[src/rtl/serial_multiple_ctrl_if.sv]
// Handshake bundle between the gsum accumulators (master side) and the
// serial multiply controller (slave side).
interface serial_multiple_ctrl_if #(
    parameter int LANES = 4,
    parameter int IN_W  = 11,
    parameter int SCL_W = 3,
    parameter int NCH   = 16
);
    localparam int OUT_W = IN_W + SCL_W;
    localparam int CH_W  = $clog2(NCH);

    logic                   in_valid;
    logic                   in_ready;
    logic [LANES*IN_W-1:0]  in_gsum;
    logic [IN_W-1:0]        in_fsum;
    logic                   out_valid;
    logic                   out_ready;
    logic [CH_W-1:0]        out_chan;
    logic [LANES*OUT_W-1:0] out_wg;
    logic [LANES*OUT_W-1:0] out_wfg;
    logic                   busy;
    logic                   frame_done;

    modport master (
        output in_valid, in_gsum, in_fsum, out_ready,
        input  in_ready, out_valid, out_chan, out_wg, out_wfg, busy, frame_done
    );

    modport slave (
        input  in_valid, in_gsum, in_fsum, out_ready,
        output in_ready, out_valid, out_chan, out_wg, out_wfg, busy, frame_done
    );
endinterface

[src/rtl/serial_multiple_ctrl.sv]
// Serial multiply controller: one shared IN_W x SCL_W unsigned multiplier
// produces the LANES self-scaled (wg) and LANES fsum-scaled (wfg) products of
// a gsum word over 2*LANES cycles, then presents them with the channel index.
module serial_multiple_ctrl #(
    parameter int LANES = 4,
    parameter int IN_W  = 11,
    parameter int SCL_W = 3,
    parameter int NCH   = 16
) (
    input  logic                  clk,
    input  logic                  rst,
    serial_multiple_ctrl_if.slave bus
);
    localparam int OUT_W  = IN_W + SCL_W;
    localparam int CH_W   = $clog2(NCH);
    localparam int STEP_W = $clog2(2 * LANES);
    localparam int LANE_W = $clog2(LANES);
    localparam logic [STEP_W-1:0] LAST_STEP = STEP_W'(2 * LANES - 1);
    localparam logic [CH_W-1:0]   LAST_CHAN = CH_W'(NCH - 1);

    typedef enum logic [1:0] {
        ST_IDLE = 2'd0,
        ST_MUL  = 2'd1,
        ST_OUT  = 2'd2
    } state_t;

    state_t                 state_q,      state_d;
    logic [STEP_W-1:0]      step_q,       step_d;
    logic [CH_W-1:0]        chan_q,       chan_d;
    logic [LANES*IN_W-1:0]  gsum_q,       gsum_d;
    logic [SCL_W-1:0]       fsum_q,       fsum_d;
    logic                   in_ready_q,   in_ready_d;
    logic                   out_valid_q,  out_valid_d;
    logic [CH_W-1:0]        out_chan_q,   out_chan_d;
    logic [LANES*OUT_W-1:0] out_wg_q,     out_wg_d;
    logic [LANES*OUT_W-1:0] out_wfg_q,    out_wfg_d;
    logic                   busy_q,       busy_d;
    logic                   frame_done_q, frame_done_d;

    logic [LANE_W-1:0]      lane_s;
    logic [IN_W-1:0]        mul_a_s;
    logic [SCL_W-1:0]       mul_b_s;
    logic [OUT_W-1:0]       prod_s;
    logic                   accept_s;
    logic                   deliver_s;
    logic                   unused_fsum_s;

    // Only the top SCL_W bits of fsum act as the scale factor.
    assign unused_fsum_s = ^bus.in_fsum[IN_W-SCL_W-1:0];

    assign accept_s  = in_ready_q & bus.in_valid;
    assign deliver_s = out_valid_q & bus.out_ready;

    // Shared multiplier: low step bits pick the lane, the top step bit picks
    // the lane's own top bits (wg pass) or the latched fsum scale (wfg pass).
    always_comb begin
        lane_s  = step_q[LANE_W-1:0];
        mul_a_s = gsum_q[int'(lane_s)*IN_W +: IN_W];
        if (step_q[STEP_W-1] == 1'b0) begin
            mul_b_s = mul_a_s[IN_W-1 -: SCL_W];
        end else begin
            mul_b_s = fsum_q;
        end
        prod_s = {{SCL_W{1'b0}}, mul_a_s} * {{IN_W{1'b0}}, mul_b_s};
    end

    // Next-state, datapath and registered-output computation for the FSM.
    always_comb begin
        state_d      = state_q;
        step_d       = step_q;
        chan_d       = chan_q;
        gsum_d       = gsum_q;
        fsum_d       = fsum_q;
        out_wg_d     = out_wg_q;
        out_wfg_d    = out_wfg_q;
        frame_done_d = 1'b0;
        case (state_q)
            ST_IDLE: begin
                if (accept_s) begin
                    gsum_d  = bus.in_gsum;
                    fsum_d  = bus.in_fsum[IN_W-1 -: SCL_W];
                    step_d  = {STEP_W{1'b0}};
                    state_d = ST_MUL;
                end else begin
                    state_d = ST_IDLE;
                end
            end
            ST_MUL: begin
                if (step_q[STEP_W-1] == 1'b0) begin
                    out_wg_d[int'(lane_s)*OUT_W +: OUT_W] = prod_s;
                end else begin
                    out_wfg_d[int'(lane_s)*OUT_W +: OUT_W] = prod_s;
                end
                if (step_q == LAST_STEP) begin
                    step_d  = {STEP_W{1'b0}};
                    state_d = ST_OUT;
                end else begin
                    step_d  = step_q + {{(STEP_W-1){1'b0}}, 1'b1};
                end
            end
            ST_OUT: begin
                if (deliver_s) begin
                    if (chan_q == LAST_CHAN) begin
                        chan_d       = {CH_W{1'b0}};
                        frame_done_d = 1'b1;
                    end else begin
                        chan_d       = chan_q + {{(CH_W-1){1'b0}}, 1'b1};
                    end
                    state_d = ST_IDLE;
                end else begin
                    state_d = ST_OUT;
                end
            end
            default: begin
                state_d = ST_IDLE;
            end
        endcase
        // Handshake flags follow the state being entered so they line up
        // with the registered state.
        in_ready_d  = (state_d == ST_IDLE);
        out_valid_d = (state_d == ST_OUT);
        busy_d      = (state_d != ST_IDLE);
        if (state_d == ST_OUT) begin
            out_chan_d = chan_q;
        end else begin
            out_chan_d = out_chan_q;
        end
    end

    // State and output registers with synchronous reset.
    always_ff @(posedge clk) begin
        if (rst) begin
            state_q      <= ST_IDLE;
            step_q       <= {STEP_W{1'b0}};
            chan_q       <= {CH_W{1'b0}};
            gsum_q       <= {(LANES*IN_W){1'b0}};
            fsum_q       <= {SCL_W{1'b0}};
            in_ready_q   <= 1'b0;
            out_valid_q  <= 1'b0;
            out_chan_q   <= {CH_W{1'b0}};
            out_wg_q     <= {(LANES*OUT_W){1'b0}};
            out_wfg_q    <= {(LANES*OUT_W){1'b0}};
            busy_q       <= 1'b0;
            frame_done_q <= 1'b0;
        end else begin
            state_q      <= state_d;
            step_q       <= step_d;
            chan_q       <= chan_d;
            gsum_q       <= gsum_d;
            fsum_q       <= fsum_d;
            in_ready_q   <= in_ready_d;
            out_valid_q  <= out_valid_d;
            out_chan_q   <= out_chan_d;
            out_wg_q     <= out_wg_d;
            out_wfg_q    <= out_wfg_d;
            busy_q       <= busy_d;
            frame_done_q <= frame_done_d;
        end
    end

    assign bus.in_ready   = in_ready_q;
    assign bus.out_valid  = out_valid_q;
    assign bus.out_chan   = out_chan_q;
    assign bus.out_wg     = out_wg_q;
    assign bus.out_wfg    = out_wfg_q;
    assign bus.busy       = busy_q;
    assign bus.frame_done = frame_done_q;
endmodule

[src/flat_wrapper.sv]
// flat-port wrapper written by rule: the top's interface ports become plain ports
module serial_multiple_ctrl_flat 
#(
    parameter int LANES = 4,
    parameter int IN_W  = 11,
    parameter int SCL_W = 3,
    parameter int NCH   = 16
)
  (clk, rst, bus_in_valid, bus_in_gsum, bus_in_fsum, bus_out_ready, bus_in_ready, bus_out_valid, bus_out_chan, bus_out_wg, bus_out_wfg, bus_busy, bus_frame_done);
  serial_multiple_ctrl_if #(.LANES(LANES), .IN_W(IN_W), .SCL_W(SCL_W), .NCH(NCH)) bus_i ();
  input  logic clk;
  input  logic rst;
  input wire logic [$bits(bus_i.in_valid)-1:0] bus_in_valid;
  input wire logic [$bits(bus_i.in_gsum)-1:0] bus_in_gsum;
  input wire logic [$bits(bus_i.in_fsum)-1:0] bus_in_fsum;
  input wire logic [$bits(bus_i.out_ready)-1:0] bus_out_ready;
  output wire logic [$bits(bus_i.in_ready)-1:0] bus_in_ready;
  output wire logic [$bits(bus_i.out_valid)-1:0] bus_out_valid;
  output wire logic [$bits(bus_i.out_chan)-1:0] bus_out_chan;
  output wire logic [$bits(bus_i.out_wg)-1:0] bus_out_wg;
  output wire logic [$bits(bus_i.out_wfg)-1:0] bus_out_wfg;
  output wire logic [$bits(bus_i.busy)-1:0] bus_busy;
  output wire logic [$bits(bus_i.frame_done)-1:0] bus_frame_done;
  assign bus_i.in_valid = bus_in_valid;
  assign bus_i.in_gsum = bus_in_gsum;
  assign bus_i.in_fsum = bus_in_fsum;
  assign bus_i.out_ready = bus_out_ready;
  assign bus_in_ready = bus_i.in_ready;
  assign bus_out_valid = bus_i.out_valid;
  assign bus_out_chan = bus_i.out_chan;
  assign bus_out_wg = bus_i.out_wg;
  assign bus_out_wfg = bus_i.out_wfg;
  assign bus_busy = bus_i.busy;
  assign bus_frame_done = bus_i.frame_done;
  serial_multiple_ctrl #(.LANES(LANES), .IN_W(IN_W), .SCL_W(SCL_W), .NCH(NCH)) u_core (.clk(clk), .rst(rst), .bus(bus_i));
endmodule
[config.mk]
export PLATFORM = sky130hd
export DESIGN_NAME = serial_multiple_ctrl_flat
export DESIGN_NICKNAME = d
export VERILOG_FILES = /design/src/rtl/serial_multiple_ctrl_if.sv /design/src/rtl/serial_multiple_ctrl.sv /design/src/flat_wrapper.sv
export SDC_FILE = /design/constraint.sdc
export NUM_CORES = 1
export LEC_CHECK = 0
export BUFFER_PORTS_ARGS = -buffer_cell sky130_fd_sc_hd__buf_2
export CORE_MARGIN = 4
export CORE_UTILIZATION = 55
export CTS_BUF_LIST = sky130_fd_sc_hd__clkbuf_4
export DETAILED_ROUTE_END_ITERATION = 8
export PLACE_DENSITY = 0.81
export SLEW_MARGIN = 20
export SYNTH_ARGS = -nofsm -noshare
export SYNTH_HDL_FRONTEND = slang
export SYNTH_SLANG_ARGS = --single-unit
[constraint.sdc]
create_clock -name clk -period 10 [get_ports clk]
set_input_delay 0.5 -clock clk [delete_from_list [all_inputs] [get_ports clk]]
set_output_delay 0.5 -clock clk [all_outputs]
set_load 0.03 [all_outputs]
==> results.toml, run 1 <==
[setup_path]
critical-path-max-stage-delay_ns = 0.63
crit-reg2reg-capture = "u_core.bus.out_wg[18]"
worst-setup-path-type = "reg2reg"
arrival_ns = 5.79
critical_path_required_ns = 10.52
largest_fanout_on_the_critical_path = 40
cp_slowest_cell = "sky130_fd_sc_hd__mux4_2"
worst-r2r-setup-slack_ns = 4.73
worst_r2r_startpoint = "u_core.step_q[0]"
largest_delay_share_family_worst_path = "compound AO/OA/AOI/OAI gates"
timing.critical_path.buf_inv = 3
cp_cell_sequence = "buf_4 -> mux4_2 -> mux2_4 -> nand2_1 -> fa_1 -> inv_1 -> ha_1 -> inv_1 -> fa_1 -> nand2b_1 -> a21boi_1 -> nor3_1 -> o21ai_0 -> nand3_1 -> o31ai_1"
worst_setup_sp_type = "flip-flop"
worstSetupEndpointType = "flip-flop"
worstRegToRegCells = 15

[floorplan]
height_of_the_die_microns = 130.0
starting_density_of_the_core = 0.5634
die_w_microns = 130.0
fp.coreArea_sq_um = 14530
design.die.area_sq_um = 16910
fp-row-count = 44
ioPinCount = 179

[global_route]
antenna_found_initial = 1
gr-total-overflow = 0
grt_first_pass_wirelength_mm = 34.33
first_global_vias = 6874
global_route.usage.total = 0.2564
grt_start_max_net_pins = 70

[synthesis]
synth_cells = 992
synth-seq-cells = 176
synthDominantAreaCellType = "sky130_fd_sc_hd__dfxtp_1"
synth_sequential_area_ratio = 0.4303
async_set_reset_flop_share_out_of_synthesis = 0
synth-warning-count = 0
average_footprint_of_a_synthesized_cell_sq_um = 8.255
synth_cell_type_count = 69
post_synth_edffs = 0
post_synth_main_area_contributors = "sky130_fd_sc_hd__dfxtp_1 43%, sky130_fd_sc_hd__nand2_1 10%, sky130_fd_sc_hd__a21oi_1 7.2%"
syn-cell-area_sq_um = 8189
ys.flop_type = "sky130_fd_sc_hd__dfxtp_1"
syn_nets = 1083
post-synth-top-area-fraction = 0.4303

[finish]
final_core_util = 0.6441
nets = 1216
layout_cell_share_with_drive_strength_beyond_1 = 0.2074
fill_cells = 1277
layout.cells.most_common = "sky130_fd_sc_hd__nand2_1"
leading_cell_types_in_the_layout_fill_and_taps_excluded = "226 x sky130_fd_sc_hd__nand2_1, 175 x sky130_fd_sc_hd__dfxtp_1, 169 x sky130_fd_sc_hd__buf_2"
areaGrowthSynthToFinish_pct = 14.32

[power]
power.internal_w = 0.0008884
p_comb_frac = 0.101
cellLeakagePower_nw = 3.958
switching_share = 0.2948
cellPowerDensity_nw_per_um2 = 134.6
report.power.total_w = 0.001260
power.switching_w = 0.0003713
clock_network_fraction_of_total_power = 0.326
power_frac_seq = 0.573
worst_ir_drop_vdd_uv = 115.2

[timing]
timing.final.crit_share = 0.5270
rsz_0062_raised_after_global_routing = "false"
max_slew.worst_pin.slew_ns = 1.060
report.final.hold_viol_count = 0
totalNegativeSetupSlack_ns = 0
finalSetupViolations = 0
finalMaxSlewViolations = 0
final.setup_skew_ns = 0.02594
timing.slew.headroom = 0.2865
timing.final.crit_period_ns = 5.270
clock.fmax_ghz = 0.1898

[route]
router_iterations_before_antenna_repair = 5
violation_count_after_the_first_detailed_route_iteration = 830
drtAntennaViolNets = 0
drt_drc = 0
routed_wl_mm = 22.03
route.vias.total = 7781
drt-wirelength-per-cell_microns = 16.65
avgViaCountPerCell = 5.881

[cts]
cts.repair_timing.setup_buffer_count = 0
cts_hold_buffers = 0
worst_setup_hold_path_clk_slew_ns = 0.16
worstSkewPairLatency_ns = 0.61
clk_root_buffer_cell = "sky130_fd_sc_hd__clkbuf_4"
numCtsBuffers = 17
tritoncts = "yes"
postCtsResizedCells = 0
htreeDepth = 4
clock-sinks = 176
clockBufferDepth = 2

[placed_design]
io_buffers = 170
gp_routability_congestion = 0.9394
dp_hpwl_mm = 16.12

[hold_path]
hold_class = "in2reg"
capture_endpoint_of_the_worst_hold_path = "u_core.gsum_q[18]"
hold_start = "bus_in_gsum[18]"
min_path_cells = 3

[outcome]
status = "completed"

[run]
max-cap-violations = 0
## power groups by stage
stage          logic (W)  clock network [W]  registers [W]
3_3_place_gp    0.000123                  0       0.000737
2_1_floorplan  0.0000882                  0       0.000738
6_report        0.000127           0.000410       0.000722
3_5_place_dp    0.000125                  0       0.000737
5_1_grt         0.000141           0.000443       0.000724
4_1_cts         0.000125           0.000417       0.000722
## worst max-delay path by stage
stage | start | end | cells after the start | slack [ns]
after detailed placement | u_core.step_q[0] | u_core.bus.out_wg[22] | 15 | 4.84
after floorplan | u_core.step_q[0] | u_core.bus.out_wfg[22] | 16 | 5.93
after global placement | u_core.step_q[0] | u_core.bus.out_wg[22] | 15 | 4.88
final | u_core.step_q[0] | u_core.bus.out_wg[18] | 15 | 4.73
after global routing | u_core.step_q[0] | u_core.bus.out_wg[18] | 15 | 4.49
after CTS | u_core.step_q[0] | u_core.bus.out_wfg[36] | 15 | 4.79
## metrics by stage
step | cell area [sq um] | std cells | setup WS [ns] | hold slack, ns
finish | 9361 | 1323 | 4.730 | 0.1149
global route | 9361 | 1323 | 4.495 | 0.07888
CTS | 9359 | 1322 | 4.787 | 0.09032
detailed placement | 9065 | 1290 | 4.839 | 0.4373
global placement | 9065 | 1290 | 4.885 | 0.4294
floorplan | 8189 | 992 | 5.926 | 0.4331
## registers in the layout, indices dropped and copies added, names as in the netlist
name,count
u_core.bus.busy,1
u_core.bus.frame_done,1
u_core.bus.in_ready,1
u_core.bus.out_chan,4
u_core.bus.out_valid,1
u_core.bus.out_wfg,56
u_core.bus.out_wg,56
u_core.chan_q,4
u_core.fsum_q,3
u_core.gsum_q,44
u_core.state_q,2
u_core.step_q,3
## final cells by class
cell class	count	area [sq um]	area share
antenna	1	2.502	0.0002673
clock inverter	15	166.4	0.01778
multi-input combinational	730	4333	0.4628
tap	184	230.2	0.02459
sequential	176	3525	0.3765
clock buffer	17	127.6	0.01363
inverter	27	101.3	0.01083
timing repair buffer	173	875.8	0.09356
## synthesized netlist by cell type (3+ instances only)
cell type	number
sky130_fd_sc_hd__nor2_1	72
sky130_fd_sc_hd__or2_2	4
sky130_fd_sc_hd__clkbuf_1	47
sky130_fd_sc_hd__o21ai_0	48
sky130_fd_sc_hd__buf_2	5
sky130_fd_sc_hd__o211ai_1	7
sky130_fd_sc_hd__nand2b_1	6
sky130_fd_sc_hd__o221ai_1	3
sky130_fd_sc_hd__dfxtp_1	176
sky130_fd_sc_hd__xor2_1	4
sky130_fd_sc_hd__nand3b_1	3
sky130_fd_sc_hd__a311oi_1	7
sky130_fd_sc_hd__a22o_1	24
sky130_fd_sc_hd__o2111ai_1	3
sky130_fd_sc_hd__a211oi_1	8
sky130_fd_sc_hd__xnor2_1	3
sky130_fd_sc_hd__a22oi_1	7
sky130_fd_sc_hd__fa_1	10
sky130_fd_sc_hd__nand4_1	5
sky130_fd_sc_hd__a21o_1	5
sky130_fd_sc_hd__inv_1	26
sky130_fd_sc_hd__buf_1	5
sky130_fd_sc_hd__nand2_1	226
sky130_fd_sc_hd__and2_1	8
sky130_fd_sc_hd__or3_1	8
sky130_fd_sc_hd__nand3_1	28
sky130_fd_sc_hd__a211o_1	3
sky130_fd_sc_hd__mux4_2	11
sky130_fd_sc_hd__a21oi_1	117
sky130_fd_sc_hd__nor3_1	18
sky130_fd_sc_hd__and3_1	14
sky130_fd_sc_hd__ha_1	22
sky130_fd_sc_hd__o31ai_1	4
sky130_fd_sc_hd__a31oi_1	4
sky130_fd_sc_hd__mux2i_1	8
## tightest hold or removal path, cell delays in order
cell and delay [ns]:
sky130_fd_sc_hd__buf_2 0.09, sky130_fd_sc_hd__nand2_1 0.04, sky130_fd_sc_hd__a21oi_1 0.05
## per-layer routing
| metal | up-vias | share of wire | global-route usage |
|---|---|---|---|
| met5 | - | 0 | 0 |
| met4 | 0 | 0.025 | 0.09291 |
| met3 | 54 | 0.10 | 0.06222 |
| met2 | 369 | 0.45 | 0.3965 |
| met1 | 3601 | 0.43 | 0.3514 |
| li1 | 3757 | - | - |
## cell families (layout without fill, tap and decap cells)
| kind of cell | count (synthesis) | in the layout | synth area share |
|---|---|---|---|
| AOI/OAI and AO/OA | 271 | 271 | 0.2110 |
| other | 0 | 1 | 0 |
| muxes | 20 | 20 | 0.04186 |
| DFF | 176 | 176 | 0.4303 |
| adders and majority gates | 32 | 32 | 0.05806 |
| buffers and inverters | 86 | 232 | 0.04125 |
| xor gates and xnor gates | 8 | 8 | 0.009474 |
| and+or+nand+nor | 399 | 399 | 0.2081 |
(Power assumes the default switching activity.)
==> run 2: changes to the inputs <==
==> constraint.sdc (replaced) <==
create_clock -name clk -period 5.3 [get_ports clk]
set_input_delay 0.265 -clock clk [delete_from_list [all_inputs] [get_ports clk]]
set_output_delay 0.265 -clock clk [all_outputs]
set_load 0.03 [all_outputs]
==> run 2 against run 1 <==
Utilization increased by 3.6 points. Final cell count increased by 4.1%. Global-route usage increased by 2.9 points. Die area unchanged. Non-clock buffer count increased by 54. Critical path type unchanged. Critical endpoint is now u_core.bus.out_wfg[54].
==> results.toml, run 2 (same netlist as run 1, synthesis figures left out) <==
[finish]
nets = 1270
leading_cell_types_in_the_layout_fill_and_taps_excluded = "226 x sky130_fd_sc_hd__nand2_1, 175 x sky130_fd_sc_hd__dfxtp_1, 169 x sky130_fd_sc_hd__buf_2"
areaGrowthSynthToFinish_pct = 20.78
layout.cells.most_common = "sky130_fd_sc_hd__nand2_1"
layout_cell_share_with_drive_strength_beyond_1 = 0.2039
fin_cells = 1377

[global_route]
met1_usage = 0.3729
antenna_found_initial = 1
grt_most_used_layer = "met2"
gr-total-overflow = 0
grt_first_pass_wirelength_mm = 38.09
grt.met2_usage = 0.4553
use_met3 = 0.06549
grt_start_max_net_pins = 74
first_global_vias = 7527
global_route.usage.total = 0.2857

[power]
worst_ir_drop_vdd_uv = 292.2
report.power.total_w = 0.002414
switching_share = 0.3088
cellLeakagePower_nw = 4.190
p_comb_frac = 0.116
cellPowerDensity_nw_per_um2 = 244.0
clock_network_fraction_of_total_power = 0.319
power.switching_w = 0.0007455
power.internal_w = 0.001668
power_frac_seq = 0.565

[route]
router_iterations_before_antenna_repair = 7
drtAntennaViolNets = 0
routed_wl_mm = 24.37
violation_count_after_the_first_detailed_route_iteration = 724
drt_drc = 0
route.vias.total = 8088
avgViaCountPerCell = 5.874
drt-wirelength-per-cell_microns = 17.69

[cts]
clock-sinks = 176
clockBufferDepth = 2
worstSkewPairLatency_ns = 0.59
worst_setup_hold_path_clk_slew_ns = 0.15
cts.repair_timing.setup_buffer_count = 0
tritoncts = "yes"
htreeDepth = 4
postCtsResizedCells = 0
clk_root_buffer_cell = "sky130_fd_sc_hd__clkbuf_4"
numCtsBuffers = 17

[timing]
max_slew.worst_pin.slew_ns = 0.9444
timing.final.crit_share = 0.8954
final.setup_skew_ns = 0.02209
clock.fmax_ghz = 0.2107
report.final.hold_viol_count = 0
hold-worst-slack_ns = 0.1623
timing.final.crit_period_ns = 4.746
finalSetupViolations = 0
setup_ws_ns = 0.5544
timing.slew.headroom = 0.3697
finalMaxSlewViolations = 0
totalNegativeSetupSlack_ns = 0
rsz_0062_raised_after_global_routing = "false"

[floorplan]
fp.coreArea_sq_um = 14530
die_w_microns = 130.0
ioPinCount = 179
height_of_the_die_microns = 130.0
starting_density_of_the_core = 0.5634
fp-row-count = 44
design.die.area_sq_um = 16910

[setup_path]
worstSetupEndpointType = "flip-flop"
cp_cell_sequence = "mux4_2 -> mux2_4 -> nand2_1 -> fa_1 -> inv_1 -> ha_1 -> inv_1 -> fa_1 -> nand2b_1 -> a21boi_1 -> o2111ai_1 -> o211ai_1 -> o221ai_1 -> a22o_1"
worst_setup_sp_type = "flip-flop"
arrival_ns = 5.24
cp_slowest_cell = "sky130_fd_sc_hd__dfxtp_2"
largest_fanout_on_the_critical_path = 15
critical_path_required_ns = 5.79
worst-setup-path-type = "reg2reg"
worst-r2r-setup-slack_ns = 0.55
critical-path-max-stage-delay_ns = 0.66

[placed_design]
gp_routability_congestion = 0.9552
io_buffers = 170
dp_hpwl_mm = 16.49
post-place-cells = 1297
placement.setup.worst_slack_ns = 0.5913

[outcome]
status = "completed"

[hold_path]
hold_class = "in2reg"

[run]
max-cap-violations = 0
[run 2: cell count changes in the layout (fill, tap and decap cells not counted)]
cell and change:
sky130_fd_sc_hd__clkinv_4 -1, sky130_fd_sc_hd__buf_4 +7, sky130_fd_sc_hd__clkinv_8 +3, sky130_fd_sc_hd__bufinv_16 -1, sky130_fd_sc_hd__inv_6 -3, sky130_fd_sc_hd__dlygate4sd3_1 +47, sky130_fd_sc_hd__inv_8 +2
[run 2: final timing paths]
| kind | depth (start not counted) | to | startpoint |
|---|---|---|---|
| hold / removal | 5 | u_core.chan_q[0] | bus_out_ready |
| hold reg to reg | 2 | u_core.bus.out_wg[1] | u_core.bus.out_wg[1] |
| setup / recovery | 14 | u_core.bus.out_wfg[54] | u_core.step_q[0] |
| setup reg to reg | 14 | u_core.bus.out_wfg[54] | u_core.step_q[0] |
[run 2: power by group through the flow]
stage | clock (W) | sequential, W | combinational [W]
3_3_place_gp | 0 | 0.00139 | 0.000237
4_1_cts | 0.000777 | 0.00136 | 0.000266
5_1_grt | 0.000829 | 0.00137 | 0.000302
6_report | 0.000769 | 0.00136 | 0.000280
3_5_place_dp | 0 | 0.00139 | 0.000239
2_1_floorplan | 0 | 0.00139 | 0.000167
[run 2: area by class of cell]
class                      instances  area, sq um
fill                            1153         4643
multi-input combinational        730         4333
sequential                       176         3525
timing repair buffer             227         1399
tap                              184        230.2
clock inverter                    15        172.7
clock buffer                      17        127.6
inverter                          27        101.3
antenna                            1        2.502
[run 2: critical path: cells and delay by family (launching register included)]
family	cells	cell delay, ns
AO/OA/AOI/OAI	5	1.53
adder cells (fa/ha/maj)	3	1.02
multiplexers	2	0.99
flip-flops	1	0.66
AND/OR/NAND/NOR	2	0.31
buffers and inverters	2	0.13
[run 2: stage by stage]
| stage | utilization | area (sq um) |
|---|---|---|
| after floorplan | - | 8189 |
| after CTS | 0.6804 | 9888 |
| after detailed placement | 0.6273 | 9117 |
| final | 0.6805 | 9891 |
| after global routing | 0.6805 | 9891 |
| after global placement | 0.6273 | 9117 |
[run 2: what timing repair did]
item | CTS | global route
endpoints found under the hold margin | 47 | 0
setup endpoints to repair | 0 | 0
hold buffers | 47 | 0
[run 2: routing by layer]
layer	wire (microns)	part of all wire	vias up
li1	-	-	3868
met1	10150	0.42	3749
met2	11360	0.47	406
met3	2158	0.089	65
met4	702	0.029	0
met5	0	0	-
